### src/rtl/uart_pkg.sv
// Shared UART definitions: TX FSM state encoding and serial line levels.
package uart_pkg;

  typedef enum logic [2:0] {
    IDLE,
    START,
    DATA,
    PARITY,
    STOP
  } uart_state_e;

  localparam logic UART_IDLE_LVL  = 1'b1;
  localparam logic UART_START_LVL = 1'b0;
  localparam logic UART_STOP_LVL  = 1'b1;

endpackage

### src/rtl/uart_tx_serializer.sv
// Data shift register and bit counter for the UART TX path.
// ser_bit_o is the data bit that will be on the line after the coming edge.
module uart_tx_serializer
  import uart_pkg::*;
#(
  parameter int WIDTH = 8
) (
  input  logic             CLK,
  input  logic             RST,
  input  logic             load_i,
  input  logic             shift_en_i,
  input  logic [WIDTH-1:0] p_data_i,
  output logic             ser_bit_o,
  output logic             ser_done_o
);

  localparam int CW = $clog2(WIDTH);

  logic [WIDTH-1:0] shift_q, shift_d;
  logic [CW-1:0]    cnt_q, cnt_d;

  always_comb begin
    shift_d = shift_q;
    cnt_d   = cnt_q;
    if (load_i) begin
      shift_d = p_data_i;
      cnt_d   = '0;
    end else if (shift_en_i) begin
      shift_d = {1'b0, shift_q[WIDTH-1:1]};
      cnt_d   = cnt_q + 1'b1;
    end
  end

  always_ff @(posedge CLK or negedge RST) begin
    if (!RST) begin
      shift_q <= '0;
      cnt_q   <= '0;
    end else begin
      shift_q <= shift_d;
      cnt_q   <= cnt_d;
    end
  end

  // Entering DATA nothing has shifted yet, so bit 0 is next; inside DATA the
  // register shifts on the same edge, so the following bit is next.
  assign ser_bit_o  = shift_en_i ? shift_q[1] : shift_q[0];
  assign ser_done_o = (cnt_q == CW'(WIDTH - 1));

endmodule

### src/rtl/uart_tx_ctrl.sv
// UART transmit controller: frames a parallel word as start, data (LSB first),
// optional parity and stop bits, one bit per CLK, with registered outputs.
module uart_tx_ctrl
  import uart_pkg::*;
#(
  parameter int WIDTH = 8
) (
  input  logic             CLK,
  input  logic             RST,
  input  logic [WIDTH-1:0] P_DATA,
  input  logic             Data_Valid,
  input  logic             PAR_EN,
  input  logic             parity_bit,
  output logic             TX_OUT,
  output logic             Busy
);

  uart_state_e state_q;
  logic        tx_q, busy_q, par_en_q, par_q;
  logic        accept, shift_en, ser_bit, ser_done;

  // Requests outside IDLE/STOP are dropped; the frame on the line is untouched.
  assign accept   = Data_Valid && (state_q == IDLE || state_q == STOP);
  assign shift_en = (state_q == DATA) && !ser_done;

  uart_tx_serializer #(.WIDTH(WIDTH)) u_ser (
    .CLK       (CLK),
    .RST       (RST),
    .load_i    (accept),
    .shift_en_i(shift_en),
    .p_data_i  (P_DATA),
    .ser_bit_o (ser_bit),
    .ser_done_o(ser_done)
  );

  always_ff @(posedge CLK or negedge RST) begin
    if (!RST) begin
      state_q  <= IDLE;
      tx_q     <= UART_IDLE_LVL;
      busy_q   <= 1'b0;
      par_en_q <= 1'b0;
      par_q    <= 1'b0;
    end else begin
      case (state_q)
        IDLE, STOP: begin
          if (accept) begin
            state_q  <= START;
            tx_q     <= UART_START_LVL;
            busy_q   <= 1'b1;
            par_en_q <= PAR_EN;
          end else begin
            state_q <= IDLE;
            tx_q    <= UART_IDLE_LVL;
            busy_q  <= 1'b0;
          end
        end
        START: begin
          state_q <= DATA;
          tx_q    <= ser_bit;
          // Upstream parity register becomes valid one edge after the accept.
          par_q   <= parity_bit;
        end
        DATA: begin
          if (!ser_done) begin
            tx_q <= ser_bit;
          end else if (par_en_q) begin
            state_q <= PARITY;
            tx_q    <= par_q;
          end else begin
            state_q <= STOP;
            tx_q    <= UART_STOP_LVL;
          end
        end
        PARITY: begin
          state_q <= STOP;
          tx_q    <= UART_STOP_LVL;
        end
        default: begin
          state_q <= IDLE;
          tx_q    <= UART_IDLE_LVL;
          busy_q  <= 1'b0;
        end
      endcase
    end
  end

  assign TX_OUT = tx_q;
  assign Busy   = busy_q;

endmodule

### config.mk
export PLATFORM = sky130hd
export DESIGN_NAME = uart_tx_ctrl
export DESIGN_NICKNAME = d
export VERILOG_FILES = /design/src/rtl/uart_pkg.sv /design/src/rtl/uart_tx_serializer.sv /design/src/rtl/uart_tx_ctrl.sv
export SDC_FILE = /design/constraint.sdc
export NUM_CORES = 1
export LEC_CHECK = 0
export BUFFER_PORTS_ARGS = -buffer_cell sky130_fd_sc_hd__buf_2
export CAP_MARGIN = 5
export CORE_UTILIZATION = 40
export DETAILED_ROUTE_END_ITERATION = 10
export GPL_ROUTABILITY_DRIVEN = 0
export PLACE_DENSITY_LB_ADDON = 0.15
export SETUP_SLACK_MARGIN = 0.2
export SLEW_MARGIN = 20
export SYNTH_ARGS = -nofsm -noshare
export SYNTH_HDL_FRONTEND = slang
export SYNTH_SLANG_ARGS = --single-unit
### constraint.sdc
create_clock -name CLK -period 2.7 [get_ports CLK]
set_input_delay 0.81 -clock CLK [delete_from_list [all_inputs] [get_ports CLK]]
set_output_delay 0.81 -clock CLK [all_outputs]
set_load 0.1 [all_outputs]
### Yosys cells after proc, flatten, opt, wreduce, memory -nomap -nowiden

Index checks and enable logic that the tools add are counted.

* equality and inequality tests: 6
* $add $sub $neg: 1
* reductions and logical operators: 9
* muxes and demuxes: 15

Operators with widths (number)
* 8-bit 2-to-1 mux: 2
* 3-bit 2-to-1 mux: 4
* 3-bit case mux with 4 select lines: 1
* 3-bit by 2-bit == test with 1-bit output (second input constant): 2
* 3-bit == test (second input constant): 2
* 1-bit 2-to-1 mux: 6
* 3-bit by 1-bit adder with 3-bit output (second input constant): 1
* 3-bit by 1-bit == test with 1-bit output (second input constant): 1
* 3-bit zero test: 1
* 1-bit case mux with 3 select lines: 1
* 3-bit OR reduction: 1
* 1-bit logical AND: 2
* 2-bit inequality test (second input constant): 1
* 1-bit case mux with 2 select lines: 1
* 2-bit AND reduction: 1
* 2-bit nonzero test: 1
* 2-bit OR reduction: 1
* 1-bit zero test: 1
* 1-bit logical OR: 1

* output and inout bits: 2
* bits of input ports: 13
* flip-flop bits (word level): 18

### Depth between registers and ports, before layout

Gate-level depths: netlist of run 1.

* word-level depth: 6
* gate-level depth with buffers: 6
* depth with buffers taken out: 5

### By module

From an unflattened synthesis of run 1, not the netlist that was laid out.

* cells, all modules: 74
* area, all modules: 830.8 sq um

By module, submodules not included
* uart_tx_serializer: area an instance 509.2 sq um, cells each 44, times used 1, sequential area each 275.3 sq um
* uart_tx_ctrl: area an instance 321.6 sq um, cells each 30, times used 1, sequential area each 176.4 sq um

### Worst setup path before layout of run 1

OpenSTA, ideal clock, no wires.

* path type: register -> output
* from: register busy_q, in the netlist Busy
* to: output Busy
* path buffers: 0
* data arrival time: 0.898 ns
* cell stages (with the launch flop): 1
* required time: 1.890 ns
* path slack: 0.992 ns
* cells stage by stage: dfrtp_1

RTL lines
* start, declared: RTL line uart_tx_ctrl.sv:19 `logic tx_q, busy_q, par_en_q, par_q;`
* start signal, assigned: RTL line uart_tx_ctrl.sv:40 `busy_q <= 1'b0;`
* start signal, assigned: RTL line uart_tx_ctrl.sv:49 `busy_q <= 1'b1;`
* start signal, assigned: RTL line uart_tx_ctrl.sv:54 `busy_q <= 1'b0;`
* end, declared: RTL line uart_tx_ctrl.sv:15 `output logic Busy`

No word-level cell between the ends.

### Final worst setup path of run 1

* from: register tx_q, in the netlist TX_OUT
* to: output TX_OUT

RTL lines
* start, declared: RTL line uart_tx_ctrl.sv:19
* start signal, assigned: RTL line uart_tx_ctrl.sv:59 `tx_q <= ser_bit;`
* start signal, assigned: RTL line uart_tx_ctrl.sv:65 `tx_q <= ser_bit;`
* start signal, assigned: RTL line uart_tx_ctrl.sv:68 `tx_q <= par_q;`
* end, declared: RTL line uart_tx_ctrl.sv:14 `output logic TX_OUT,`

No word-level cell between the ends.

==> impl_table.tex, run 1 <==
\begin{tabular}{lr}
\hline
Metric & Value \\
\hline
\multicolumn{2}{l}{\textbf{Synth}} \\
\quad Synthesized-area fraction occupied by ao, oa, aoi and oai cells & 13.02\% \\
\quad Main synth FF type & dfrtp\_1 \\
\quad Share of the synthesized area in the top cell type & 48.64\% \\
\quad Async S/R FF share, synth & 100.0\% \\
\quad Number of warnings issued by yosys & 0 \\
\quad Multiplexer area fraction after synthesis & 11.59\% \\
\quad Main area contributors after synthesis & dfrtp\_1 49\%, mux2i\_1 10\%, o21ai\_2 6.0\% \\
\quad Simple-Gate Fraction of Synth Area & 16.17\% \\
\quad Net Count, Synth & 92 \\
\quad Sequential fraction of the synthesis area & 51.65\% \\
\quad Count of distinct cell types in the synthesized netlist & 27 \\
\quad Seq cells post-synth & 18 \\
\quad Number of synthesized flops with an enable pin & 0 \\
\quad Post-synthesis instance area & 874.6 sq um \\
\quad Library cell occupying the most area in the post-synthesis netlist & dfrtp\_1 \\
\quad Adder-cell area share of the yosys netlist & 2.861\% \\
\quad Avg Synthesized Cell Area & 11.36 sq um \\
\quad Parity-gate share of the synthesized area counting xor and xnor cells & 1.001\% \\
\quad Largest family of logic cells by synthesized area & simple AND/OR/NAND/NOR gates \\
\quad Post-synthesis cell count & 77 \\
\multicolumn{2}{l}{\textbf{Cells and area}} \\
\quad Share of cells above drive strength 1 & 33.33\% \\
\quad Fin cells & 120 \\
\quad Antenna diodes & 0 \\
\quad Synth-to-layout area growth & 15.02\% \\
\quad Layout fillers & 197 \\
\quad NumNets Final & 109 \\
\quad Final design instance area without fill & 1006 sq um \\
\multicolumn{2}{l}{\textbf{Critical path}} \\
\quad Arrival time at the worst endpoint & 1.23 ns \\
\quad Cell chain of the critical path & buf\_2 \\
\quad Launching element type of the critical path & register \\
\quad Maximum single-stage delay on the critical path & 0.53 ns \\
\quad Top delay family on crit path & flip-flops \\
\quad Startpoint of the worst-slack reg-to-reg timing path & u\_ser.cnt\_q[0] \\
\quad Critical Path Source & TX\_OUT \\
\quad Req. time, crit path & 1.89 ns \\
\quad Slowest library cell on the worst path & dfstp\_2 \\
\quad Number of buffer and inverter instances along the worst setup path & 1 \\
\quad WS Path Type & register to primary output \\
\quad Type of element capturing the critical path & primary output \\
\quad Critical path peak fanout & 1 \\
\multicolumn{2}{l}{\textbf{Placement}} \\
\quad Buffers on Ports & 14 \\
\quad Placement-stage cell area & 969.7 sq um \\
\quad HPWL after detailed placement & 999.6 microns \\
\quad Cell count after placement & 116 \\
\multicolumn{2}{l}{\textbf{Global route}} \\
\quad Grt ovf & 0 \\
\quad Largest net degree at the start of global routing & 22 \\
\quad Antenna violations before repair & 0 \\
\quad Global router's overall resource usage & 13.93\% \\
\quad Number of global-route vias before repair & 536 \\
\quad Wire length of the first global-routing pass & 2463 microns \\
\multicolumn{2}{l}{\textbf{Clock network}} \\
\quad Hold Buf Count CTS & 0 \\
\quad Worst-case clock buffer depth & 2 \\
\quad Maximum level of the CTS H-tree & 1 \\
\quad CTS Sinks & 18 \\
\quad Quantity of gates resized following cts & 0 \\
\quad Number of buffers inserted during clock tree synthesis & 3 \\
\quad CTS clk-pin slew, worst paths & 0.11 ns \\
\quad Buffers inserted by post-CTS timing repair & 0 \\
\quad Clock latency at the later pin of the worst-skew pair & 0.29 ns \\
\quad Master cell of the clock root buffer & clkbuf\_4 \\
\quad CTS tree & done \\
\multicolumn{2}{l}{\textbf{Routing}} \\
\quad First-pass iteration count of the detailed router & 4 \\
\quad Routed WL & 1414 microns \\
\quad Final ANT Viol Nets & 0 \\
\quad Detailed Route Iter0 Violations & 12 \\
\quad Remaining design rule violation count & 0 \\
\quad Mean routed wirelength per cell & 11.78 microns \\
\quad Vias/cell & 4.867 \\
\quad Number of vias after detailed routing & 584 \\
\multicolumn{2}{l}{\textbf{Timing}} \\
\quad Worst-case headroom to the max-slew limit & 68.05\% \\
\quad Post-Route Skew & 0.004162 ns \\
\quad Aggregate negative setup slack & 0 ns \\
\quad Transition at the pin with the smallest max-transition slack & 0.4826 ns \\
\quad Fin. max-slew vios & 0 \\
\quad Final worst-path cycle share & 75.47\% \\
\quad Final setup fails & 0 \\
\quad Final critical-path required period & 2.038 ns \\
\quad Fmax & 490.7 MHz \\
\quad Unrepaired setup endpoints after global routing & false \\
\quad Number of hold violations in the final report & 0 \\
\multicolumn{2}{l}{\textbf{Status}} \\
\quad Run status & complete, no violations \\
\multicolumn{2}{l}{\textbf{Power and ir drop}} \\
\quad Maximum vdd drop & 0.6416 mV \\
\quad Pwr dens & 1169 nW/um\^{}2 \\
\quad Static Leak & 0.0004773 uW \\
\multicolumn{2}{l}{\textbf{Die}} \\
\quad Die Area & 2378 sq um \\
\quad Die Y-Extent & 48.76 microns \\
\quad Horizontal die dimension & 48.76 microns \\
\quad Top-level port count & 15 \\
\quad Starting density of the core & 43.69\% \\
\quad Core outline area & 2002 sq um \\
\quad Site row count & 16 \\
\multicolumn{2}{l}{\textbf{Flow run}} \\
\quad Max capacitance violation total & 0 \\
\multicolumn{2}{l}{\textbf{Min path}} \\
\quad Class of the tightest hold or removal check & input port to asynchronous set/reset pin \\
\hline
\end{tabular}
[flip-flops by register name (all words and copies together) (netlist names)]
register / cells
par_q: 1
TX_OUT: 1
Busy: 1
par_en_q: 1
state_q: 3
u_ser.shift_q: 8
u_ser.cnt_q: 3
[cell usage in the layout, fill, tap and decap left out, drive strengths merged]
cell,Yosys,final
nor2b,1,1
o221ai,1,1
or3b,1,1
a22o,1,1
o21ai,9,9
mux2i,9,9
dfstp,1,1
mux2,1,1
nor3b,1,1
a31oi,1,1
and2,1,1
buf,4,16
ha,2,2
inv,1,1
nand2,12,12
a21oi,1,1
nor2,5,5
o211a,1,1
clkbuf,0,4
dfrtp,17,17
o211ai,1,1
nand2b,3,3
xnor2,1,1
nand4,1,1
nor4b,1,1
[per-layer routing]
metal	track usage [%]	part of all wire [%]	routed length [microns]
met5	0	0	0
met4	8.824	1.3	19
met3	2.830	3.3	47
met2	17.59	42	594
met1	21.13	53	753
[metrics by stage]
step / hold slack, ns / utilization, % / worst slack (ns) / power [uW]
floorplan: 0.4656 / - / 0.9923 / 935.5
global placement: 0.4943 / 48.44 / 0.9627 / 1015
detailed placement: 0.4952 / 48.44 / 0.9802 / 1024
CTS: 0.4390 / 50.25 / 0.6501 / 1192
global route: 0.4555 / 50.25 / 0.6350 / 1268
finish: 0.4263 / 50.25 / 0.6623 / 1176
[cell type report]
class / instances / area (sq um) / area share [%]
inverters: 1 / 3.754 / 0.3731
multi-input cells: 54 / 395.4 / 39.30
clock buffers: 4 / 36.28 / 3.607
flip-flops and latches: 18 / 451.7 / 44.90
repair buffers: 16 / 85.08 / 8.458
well taps: 27 / 33.78 / 3.358
[synthesized netlist by cell type (2+ instances only)]
| cell | count |
|---|---|
| dfrtp_1 | 17 |
| nand2_1 | 12 |
| mux2i_1 | 9 |
| o21ai_2 | 6 |
| nor2_1 | 5 |
| nand2b_1 | 3 |
| o21ai_0 | 3 |
| buf_2 | 2 |
| ha_1 | 2 |
[power by group]
| part | leakage (uW) | total [uW] | internal, uW | switching, uW |
|---|---|---|---|---|
| sequential | 0.000225 | 496 | 398 | 98.2 |
| clock | 0.0000210 | 167 | 82.1 | 84.7 |
| combinational | 0.000231 | 514 | 214 | 300 |
| total | 0.000477 | 1180 | 693 | 483 |
[logic make-up after synthesis]
family | Yosys count
adders and majority gates | 2
buffers and inverters | 5
xor gates and xnor gates | 1
and+or+nand+nor | 26
AOI/OAI and AO/OA | 15
DFF | 18
muxes | 10
[path summary, 6_finish.rpt]
path | cells after the start | slack, ns | end
min in group CLK | 1 | 0.52 | u_ser.shift_q[7]
min reg2reg | 1 | 0.52 | u_ser.shift_q[7]
max reg2reg | 6 | 0.96 | u_ser.shift_q[4]
max | 1 | 0.66 | TX_OUT
min | 1 | 0.43 | par_q
max in group asynchronous | 1 | 1.95 | TX_OUT
(Power assumes the default switching activity.)
==> run 2: changes to the inputs <==
--- a/config.mk
+++ b/config.mk
@@ -5,6 +5,7 @@
 export SDC_FILE = /design/constraint.sdc
 export NUM_CORES = 1
 export LEC_CHECK = 0
+export ABC_AREA = 1
 export BUFFER_PORTS_ARGS = -buffer_cell sky130_fd_sc_hd__buf_2
 export CAP_MARGIN = 5
 export CORE_UTILIZATION = 40
==> constraint.sdc (replaced) <==
create_clock -name CLK -period 1.7 [get_ports CLK]
set_input_delay 0.51 -clock CLK [delete_from_list [all_inputs] [get_ports CLK]]
set_output_delay 0.51 -clock CLK [all_outputs]
set_load 0.1 [all_outputs]
==> run 2 against run 1 <==
  * Synthesized area down 3.1%
  * Via count up 20%
  * First-iteration DRC count down 17%
  * Largest power group unchanged
  * Sequential power up 53%
  * Wire length up 10%
  * Flip-flop and latch count unchanged
  * Critical path type unchanged
  * Synthesized cell count up 30%
  * Global-route usage up 3.6 points
  * Clock skew down 0.0027 ns
  * Cell count up 21%
  * Combinational power up 81%
  * Non-clock buffer count unchanged
==> impl_table.tex, run 2 <==
\begin{tabular}{lr}
\hline
Metric & Value \\
\hline
\multicolumn{2}{l}{\textbf{Synth}} \\
\quad Multiplexer area fraction after synthesis & 0\% \\
\quad Adder-cell area share of the yosys netlist & 2.954\% \\
\quad Main synth FF type & dfrtp\_1 \\
\quad Net Count, Synth & 115 \\
\quad Seq cells post-synth & 18 \\
\quad Avg Synthesized Cell Area & 8.471 sq um \\
\quad Parity-gate share of the synthesized area counting xor and xnor cells & 0\% \\
\quad Post-synthesis cell count & 100 \\
\quad Number of synthesized flops with an enable pin & 0 \\
\quad Most common cell in the synthesized netlist & nand2\_1 \\
\quad Post-synthesis instance area & 847.1 sq um \\
\quad Number of warnings issued by yosys & 0 \\
\quad Library cell occupying the most area in the post-synthesis netlist & dfrtp\_1 \\
\quad Synthesized-area fraction occupied by ao, oa, aoi and oai cells & 5.022\% \\
\quad Main area contributors after synthesis & dfrtp\_1 50\%, nand2\_1 16\%, nand3\_1 9.5\% \\
\quad Count of distinct cell types in the synthesized netlist & 20 \\
\quad Sequential fraction of the synthesis area & 53.32\% \\
\quad Simple-Gate Fraction of Synth Area & 31.46\% \\
\quad Async S/R FF share, synth & 100.0\% \\
\quad Largest family of logic cells by synthesized area & simple AND/OR/NAND/NOR gates \\
\quad Share of the synthesized area in the top cell type & 50.22\% \\
\quad Most used standard cells in the synthesized netlist & 37 x nand2\_1, 17 x dfrtp\_1, 16 x nand3\_1, 6 x inv\_1 \\
\multicolumn{2}{l}{\textbf{Cells and area}} \\
\quad Highest-count cells in the layout ignoring fill and taps & 35 x nand2\_1, 17 x dfrtp\_1, 16 x nand3\_1 \\
\quad Final design instance area without fill & 1010 sq um \\
\quad Regs by FF count & u\_ser.shift\_q (8), state\_q (3), u\_ser.cnt\_q (3) \\
\quad Register with the most flip-flops & u\_ser.shift\_q \\
\quad NumNets Final & 134 \\
\quad Fin cells & 145 \\
\quad Max reg flops & 8 \\
\quad Antenna diodes & 0 \\
\quad Commonest non-fill, non-tap cell in the layout & nand2\_1 \\
\quad Share of cells above drive strength 1 & 26.27\% \\
\quad Synth-to-layout area growth & 19.20\% \\
\multicolumn{2}{l}{\textbf{Routing}} \\
\quad Final ANT Viol Nets & 0 \\
\quad First-pass iteration count of the detailed router & 4 \\
\quad Number of vias after detailed routing & 702 \\
\quad Vias/cell & 4.841 \\
\quad Routed WL & 1562 microns \\
\quad Remaining design rule violation count & 0 \\
\quad Detailed Route Iter0 Violations & 10 \\
\quad Mean routed wirelength per cell & 10.77 microns \\
\multicolumn{2}{l}{\textbf{Global route}} \\
\quad Wire length of the first global-routing pass & 2635 microns \\
\quad Number of global-route vias before repair & 612 \\
\quad Global router's overall resource usage & 17.51\% \\
\quad Antenna violations before repair & 0 \\
\quad Grt ovf & 0 \\
\quad Largest net degree at the start of global routing & 19 \\
\multicolumn{2}{l}{\textbf{Timing}} \\
\quad Final critical-path required period & 1.530 ns \\
\quad Fmax & 653.5 MHz \\
\quad Unrepaired setup endpoints after global routing & true \\
\quad Min Hold Slack & 0.1201 ns \\
\quad Aggregate negative setup slack & 0 ns \\
\quad Fin. max-slew vios & 0 \\
\quad Final setup fails & 0 \\
\quad Number of hold violations in the final report & 0 \\
\quad Worst-case headroom to the max-slew limit & 74.12\% \\
\quad Transition at the pin with the smallest max-transition slack & 0.3882 ns \\
\quad Final worst-path cycle share & 90.01\% \\
\quad Post-Route Skew & 0.001470 ns \\
\multicolumn{2}{l}{\textbf{Placement}} \\
\quad Placement-stage cell area & 954.7 sq um \\
\quad Cell count after placement & 140 \\
\quad HPWL after detailed placement & 1141 microns \\
\quad Buffers on Ports & 14 \\
\multicolumn{2}{l}{\textbf{Clock network}} \\
\quad CTS tree & done \\
\quad Maximum level of the CTS H-tree & 1 \\
\quad Hold Buf Count CTS & 0 \\
\quad Number of buffers inserted during clock tree synthesis & 3 \\
\quad Worst-case clock buffer depth & 2 \\
\quad Master cell of the clock root buffer & clkbuf\_4 \\
\quad Clock latency at the later pin of the worst-skew pair & 0.29 ns \\
\quad CTS Sinks & 18 \\
\quad CTS clk-pin slew, worst paths & 0.10 ns \\
\multicolumn{2}{l}{\textbf{Power and ir drop}} \\
\quad Pwr dens & 1932 nW/um\^{}2 \\
\quad Maximum vdd drop & 0.9436 mV \\
\quad Static Leak & 0.0005326 uW \\
\multicolumn{2}{l}{\textbf{Critical path}} \\
\quad Launching element type of the critical path & register \\
\quad Top delay family on crit path & flip-flops \\
\quad Cell chain of the critical path & buf\_12 \\
\quad WS Path Type & register to primary output \\
\quad Maximum single-stage delay on the critical path & 0.56 ns \\
\quad Number of buffer and inverter instances along the worst setup path & 1 \\
\quad Startpoint of the worst-slack reg-to-reg timing path & u\_ser.cnt\_q[0] \\
\quad Cell depth of the worst flop-to-flop path & 8 \\
\quad Setup slack of the most critical reg-to-reg path & 0.28 ns \\
\quad Slowest library cell on the worst path & dfstp\_2 \\
\quad Req. time, crit path & 1.19 ns \\
\quad Arrival time at the worst endpoint & 1.02 ns \\
\quad Critical path peak fanout & 1 \\
\quad Type of element capturing the critical path & primary output \\
\quad Capture instance of the worst register-to-register path & u\_ser.shift\_q[3] \\
\multicolumn{2}{l}{\textbf{Die}} \\
\quad Site row count & 16 \\
\quad Starting density of the core & 42.74\% \\
\quad Core outline area & 1982 sq um \\
\quad Die Y-Extent & 48.02 microns \\
\quad Horizontal die dimension & 48.02 microns \\
\quad Top-level port count & 15 \\
\quad Die Area & 2305 sq um \\
\multicolumn{2}{l}{\textbf{Min path}} \\
\quad Class of the tightest hold or removal check & input port to asynchronous set/reset pin \\
\multicolumn{2}{l}{\textbf{Flow run}} \\
\quad Max capacitance violation total & 0 \\
\multicolumn{2}{l}{\textbf{Status}} \\
\quad Run status & complete, no violations \\
\hline
\end{tabular}
-- run 2: cell types whose count changed after synthesis, sizes merged, moves of 2 or more --
cell,before,now
nand2,12,37
nand3,0,17
mux2i,9,0
inv,1,9
o21ai,9,4
nand2b,3,0
a21oi,1,3
buf,4,2
clkinv,0,2
nor2,5,3
-- run 2: power breakdown --
group / internal, uW / switching (uW)
Clock: 131 / 128
Combinational: 308 / 623
Sequential: 635 / 125
-- run 2: timing repair --
action | CTS | global route
gates resized for setup | 1 | 5
buffers inserted | 0 | 1
endpoints found under the setup margin | 2 | 13
pin swaps | 0 | 1
endpoints found under the hold margin | 0 | 0
-- run 2: worst max path at each step --
stage | start | end | depth (start not counted)
finish | TX_OUT | TX_OUT | 1
global route | TX_OUT | TX_OUT | 1
CTS | TX_OUT | TX_OUT | 1
detailed placement | u_ser.cnt_q[0] | u_ser.shift_q[3] | 8
global placement | u_ser.cnt_q[0] | u_ser.shift_q[4] | 8
floorplan | Busy | Busy | 0
-- run 2: final cells by class --
class | count | area (sq um)
well taps | 27 | 33.78
multi-input cells | 69 | 341.6
flip-flops and latches | 18 | 451.7
fillers | 190 | 972.2
clock buffers | 4 | 36.28
inverters | 11 | 43.79
repair buffers | 16 | 102.6
-- run 2: logic make-up after synthesis --
group,after synthesis
AOI/OAI and AO/OA,8
buffers and inverters,13
DFF,18
and+or+nand+nor,59
adders and majority gates,2
-- run 2: metal layers --
metal | vias up | global-route usage (%) | routed length (microns)
met5 | - | 0 | 0
met4 | 0 | 9.444 | 12
met3 | 2 | 7.925 | 81
met2 | 15 | 27.84 | 770
met1 | 326 | 19.58 | 696
li1 | 359 | - | -
-- run 2: stage by stage --
stage,total power (uW),utilization [%],setup WS (ns)
2_1_floorplan,1466,-,0.2967
3_5_place_dp,1680,48.17,0.2353
3_3_place_gp,1661,48.17,0.2771
6_report,1950,50.95,0.1698
5_1_grt,2124,50.95,0.1377
4_1_cts,1957,50.13,0.1492
==> run 3: changes to the inputs <==
--- a/config.mk
+++ b/config.mk
@@ -11,7 +11,8 @@
 export CORE_UTILIZATION = 40
 export DETAILED_ROUTE_END_ITERATION = 10
 export GPL_ROUTABILITY_DRIVEN = 0
-export PLACE_DENSITY_LB_ADDON = 0.15
+export PLACE_DENSITY = 0.74
+export RECOVER_POWER = 100
 export SETUP_SLACK_MARGIN = 0.2
 export SLEW_MARGIN = 20
 export SYNTH_ARGS = -nofsm -noshare
==> constraint.sdc (replaced) <==
create_clock -name CLK -period 1.7 [get_ports CLK]
set_input_delay 0.255 -clock CLK [delete_from_list [all_inputs] [get_ports CLK]]
set_output_delay 0.255 -clock CLK [all_outputs]
set_load 0.1 [all_outputs]
==> run 3 against run 2 <==
  * Wire length is 9.0% higher
  * Critical path depth stayed put
  * Non-clock buffer count is 6 higher
  * Sequential share of layout area is 1.6 points lower
  * Global-route usage is 1.0 points lower
  * Design area is 3.6% higher
  * Core utilization is 1.8 points higher
  * Register-to-register slack worse by 0.06 ns
  * Critical endpoint unchanged
==> impl_table.tex, run 3 (same netlist as run 2, synthesis figures left out) <==
\begin{tabular}{lr}
\hline
Metric & Value \\
\hline
\multicolumn{2}{l}{\textbf{Timing}} \\
\quad Min Hold Slack & 0.1373 ns \\
\quad Fin. max-slew vios & 0 \\
\quad Final setup fails & 0 \\
\quad Aggregate negative setup slack & 0 ns \\
\quad Final worst-path cycle share & 90.00\% \\
\quad Unrepaired setup endpoints after global routing & false \\
\quad Post-Route Skew & 0.003743 ns \\
\quad Worst-case headroom to the max-slew limit & 34.99\% \\
\quad Number of hold violations in the final report & 0 \\
\quad Final critical-path required period & 1.530 ns \\
\quad Fmax & 653.6 MHz \\
\quad Transition at the pin with the smallest max-transition slack & 0.9752 ns \\
\multicolumn{2}{l}{\textbf{Clock network}} \\
\quad CTS Sinks & 18 \\
\quad Master cell of the clock root buffer & clkbuf\_4 \\
\quad Maximum level of the CTS H-tree & 1 \\
\quad CTS tree & done \\
\quad Number of buffers inserted during clock tree synthesis & 3 \\
\quad CTS clk-pin slew, worst paths & 0.10 ns \\
\quad Clock latency at the later pin of the worst-skew pair & 0.31 ns \\
\quad Worst-case clock buffer depth & 2 \\
\multicolumn{2}{l}{\textbf{Flow run}} \\
\quad Max capacitance violation total & 0 \\
\multicolumn{2}{l}{\textbf{Power and ir drop}} \\
\quad Maximum vdd drop & 0.9002 mV \\
\quad Pwr dens & 1934 nW/um\^{}2 \\
\quad Static Leak & 0.0005507 uW \\
\multicolumn{2}{l}{\textbf{Global route}} \\
\quad Wire length of the first global-routing pass & 2553 microns \\
\quad Antenna violations before repair & 0 \\
\quad Grt ovf & 0 \\
\quad Global router's overall resource usage & 16.49\% \\
\quad Largest net degree at the start of global routing & 19 \\
\quad Number of global-route vias before repair & 619 \\
\multicolumn{2}{l}{\textbf{Routing}} \\
\quad Routed WL & 1702 microns \\
\quad Mean routed wirelength per cell & 11.27 microns \\
\quad First-pass iteration count of the detailed router & 3 \\
\quad Final ANT Viol Nets & 0 \\
\quad Vias/cell & 4.808 \\
\quad Number of vias after detailed routing & 726 \\
\quad Remaining design rule violation count & 0 \\
\quad Detailed Route Iter0 Violations & 26 \\
\multicolumn{2}{l}{\textbf{Critical path}} \\
\quad Launching element type of the critical path & register \\
\quad Setup slack of the most critical reg-to-reg path & 0.22 ns \\
\quad Req. time, crit path & 1.44 ns \\
\quad WS Path Type & register to primary output \\
\quad Cell chain of the critical path & clkbuf\_2 \\
\quad Critical path peak fanout & 1 \\
\quad Top delay family on crit path & flip-flops \\
\quad Slowest library cell on the worst path & dfstp\_2 \\
\quad Arrival time at the worst endpoint & 1.27 ns \\
\quad Number of buffer and inverter instances along the worst setup path & 1 \\
\quad Type of element capturing the critical path & primary output \\
\quad Maximum single-stage delay on the critical path & 0.53 ns \\
\multicolumn{2}{l}{\textbf{Cells and area}} \\
\quad Regs by FF count & u\_ser.shift\_q (8), state\_q (3), u\_ser.cnt\_q (3) \\
\quad Share of cells above drive strength 1 & 26.61\% \\
\quad Register with the most flip-flops & u\_ser.shift\_q \\
\quad NumNets Final & 140 \\
\quad Highest-count cells in the layout ignoring fill and taps & 37 x nand2\_1, 17 x dfrtp\_1, 16 x nand3\_1 \\
\quad Antenna diodes & 0 \\
\quad Max reg flops & 8 \\
\quad Synth-to-layout area growth & 23.49\% \\
\quad Final design instance area without fill & 1046 sq um \\
\quad Commonest non-fill, non-tap cell in the layout & nand2\_1 \\
\multicolumn{2}{l}{\textbf{Placement}} \\
\quad HPWL after detailed placement & 1183 microns \\
\quad Buffers on Ports & 14 \\
\quad Placement-stage cell area & 939.7 sq um \\
\multicolumn{2}{l}{\textbf{Die}} \\
\quad Die Y-Extent & 48.02 microns \\
\quad Core outline area & 1982 sq um \\
\quad Top-level port count & 15 \\
\quad Die Area & 2305 sq um \\
\quad Site row count & 16 \\
\quad Horizontal die dimension & 48.02 microns \\
\quad Starting density of the core & 42.74\% \\
\multicolumn{2}{l}{\textbf{Status}} \\
\quad Run status & complete, no violations \\
\multicolumn{2}{l}{\textbf{Min path}} \\
\quad Class of the tightest hold or removal check & input port to register \\
\hline
\end{tabular}
run 3: layer usage:
layer | global-route usage, % | vias to the layer above | share of wire [%]
met5 | 0 | - | 0
met4 | 3.333 | 0 | 0.82
met3 | 5.660 | 2 | 4.6
met2 | 28.38 | 16 | 49
met1 | 19.95 | 341 | 45
li1 | - | 367 | -
run 3: final timing paths:
kind | from | end | cells past startpoint
setup / recovery | TX_OUT | TX_OUT | 1
hold / removal | P_DATA[7] | u_ser.shift_q[7] | 3
setup reg to reg | u_ser.cnt_q[0] | u_ser.shift_q[5] | 8
hold reg to reg | u_ser.shift_q[7] | u_ser.shift_q[7] | 2
max in group asynchronous | RST | Busy | 2
min in group asynchronous | RST | u_ser.shift_q[1] | 2
run 3: where the power goes:
| part | switching, uW | internal (uW) |
|---|---|---|
| Sequential | 117 | 634 |
| Combinational | 661 | 339 |
| Clock | 141 | 131 |
| Total | 919 | 1100 |
run 3: per-stage QoR:
step	cells	utilization, %	worst slack (ns)	total power, uW
after floorplan	100	-	0.3582	1466
after global placement	140	47.41	0.2845	1596
after detailed placement	140	47.41	0.2352	1637
after CTS	145	49.87	0.2204	1917
after global routing	151	52.78	0.1248	2200
final	151	52.78	0.1700	2023
run 3: layout make-up:
cell class / count / area, sq um
clock buffer: 4 / 36.28
fill: 185 / 935.9
inverter: 11 / 52.55
multi-input combinational: 69 / 336.6
sequential: 18 / 451.7
tap: 27 / 33.78
timing repair buffer: 22 / 135.1
run 3: what timing repair did:
action / in CTS / in global routing
endpoints found under the hold margin: 17 / 0
gates resized for setup: 1 / 13
buffers inserted: 0 / 6
hold buffers: 1 / 0
pin swaps: 0 / 1
endpoints found under the setup margin: 1 / 12
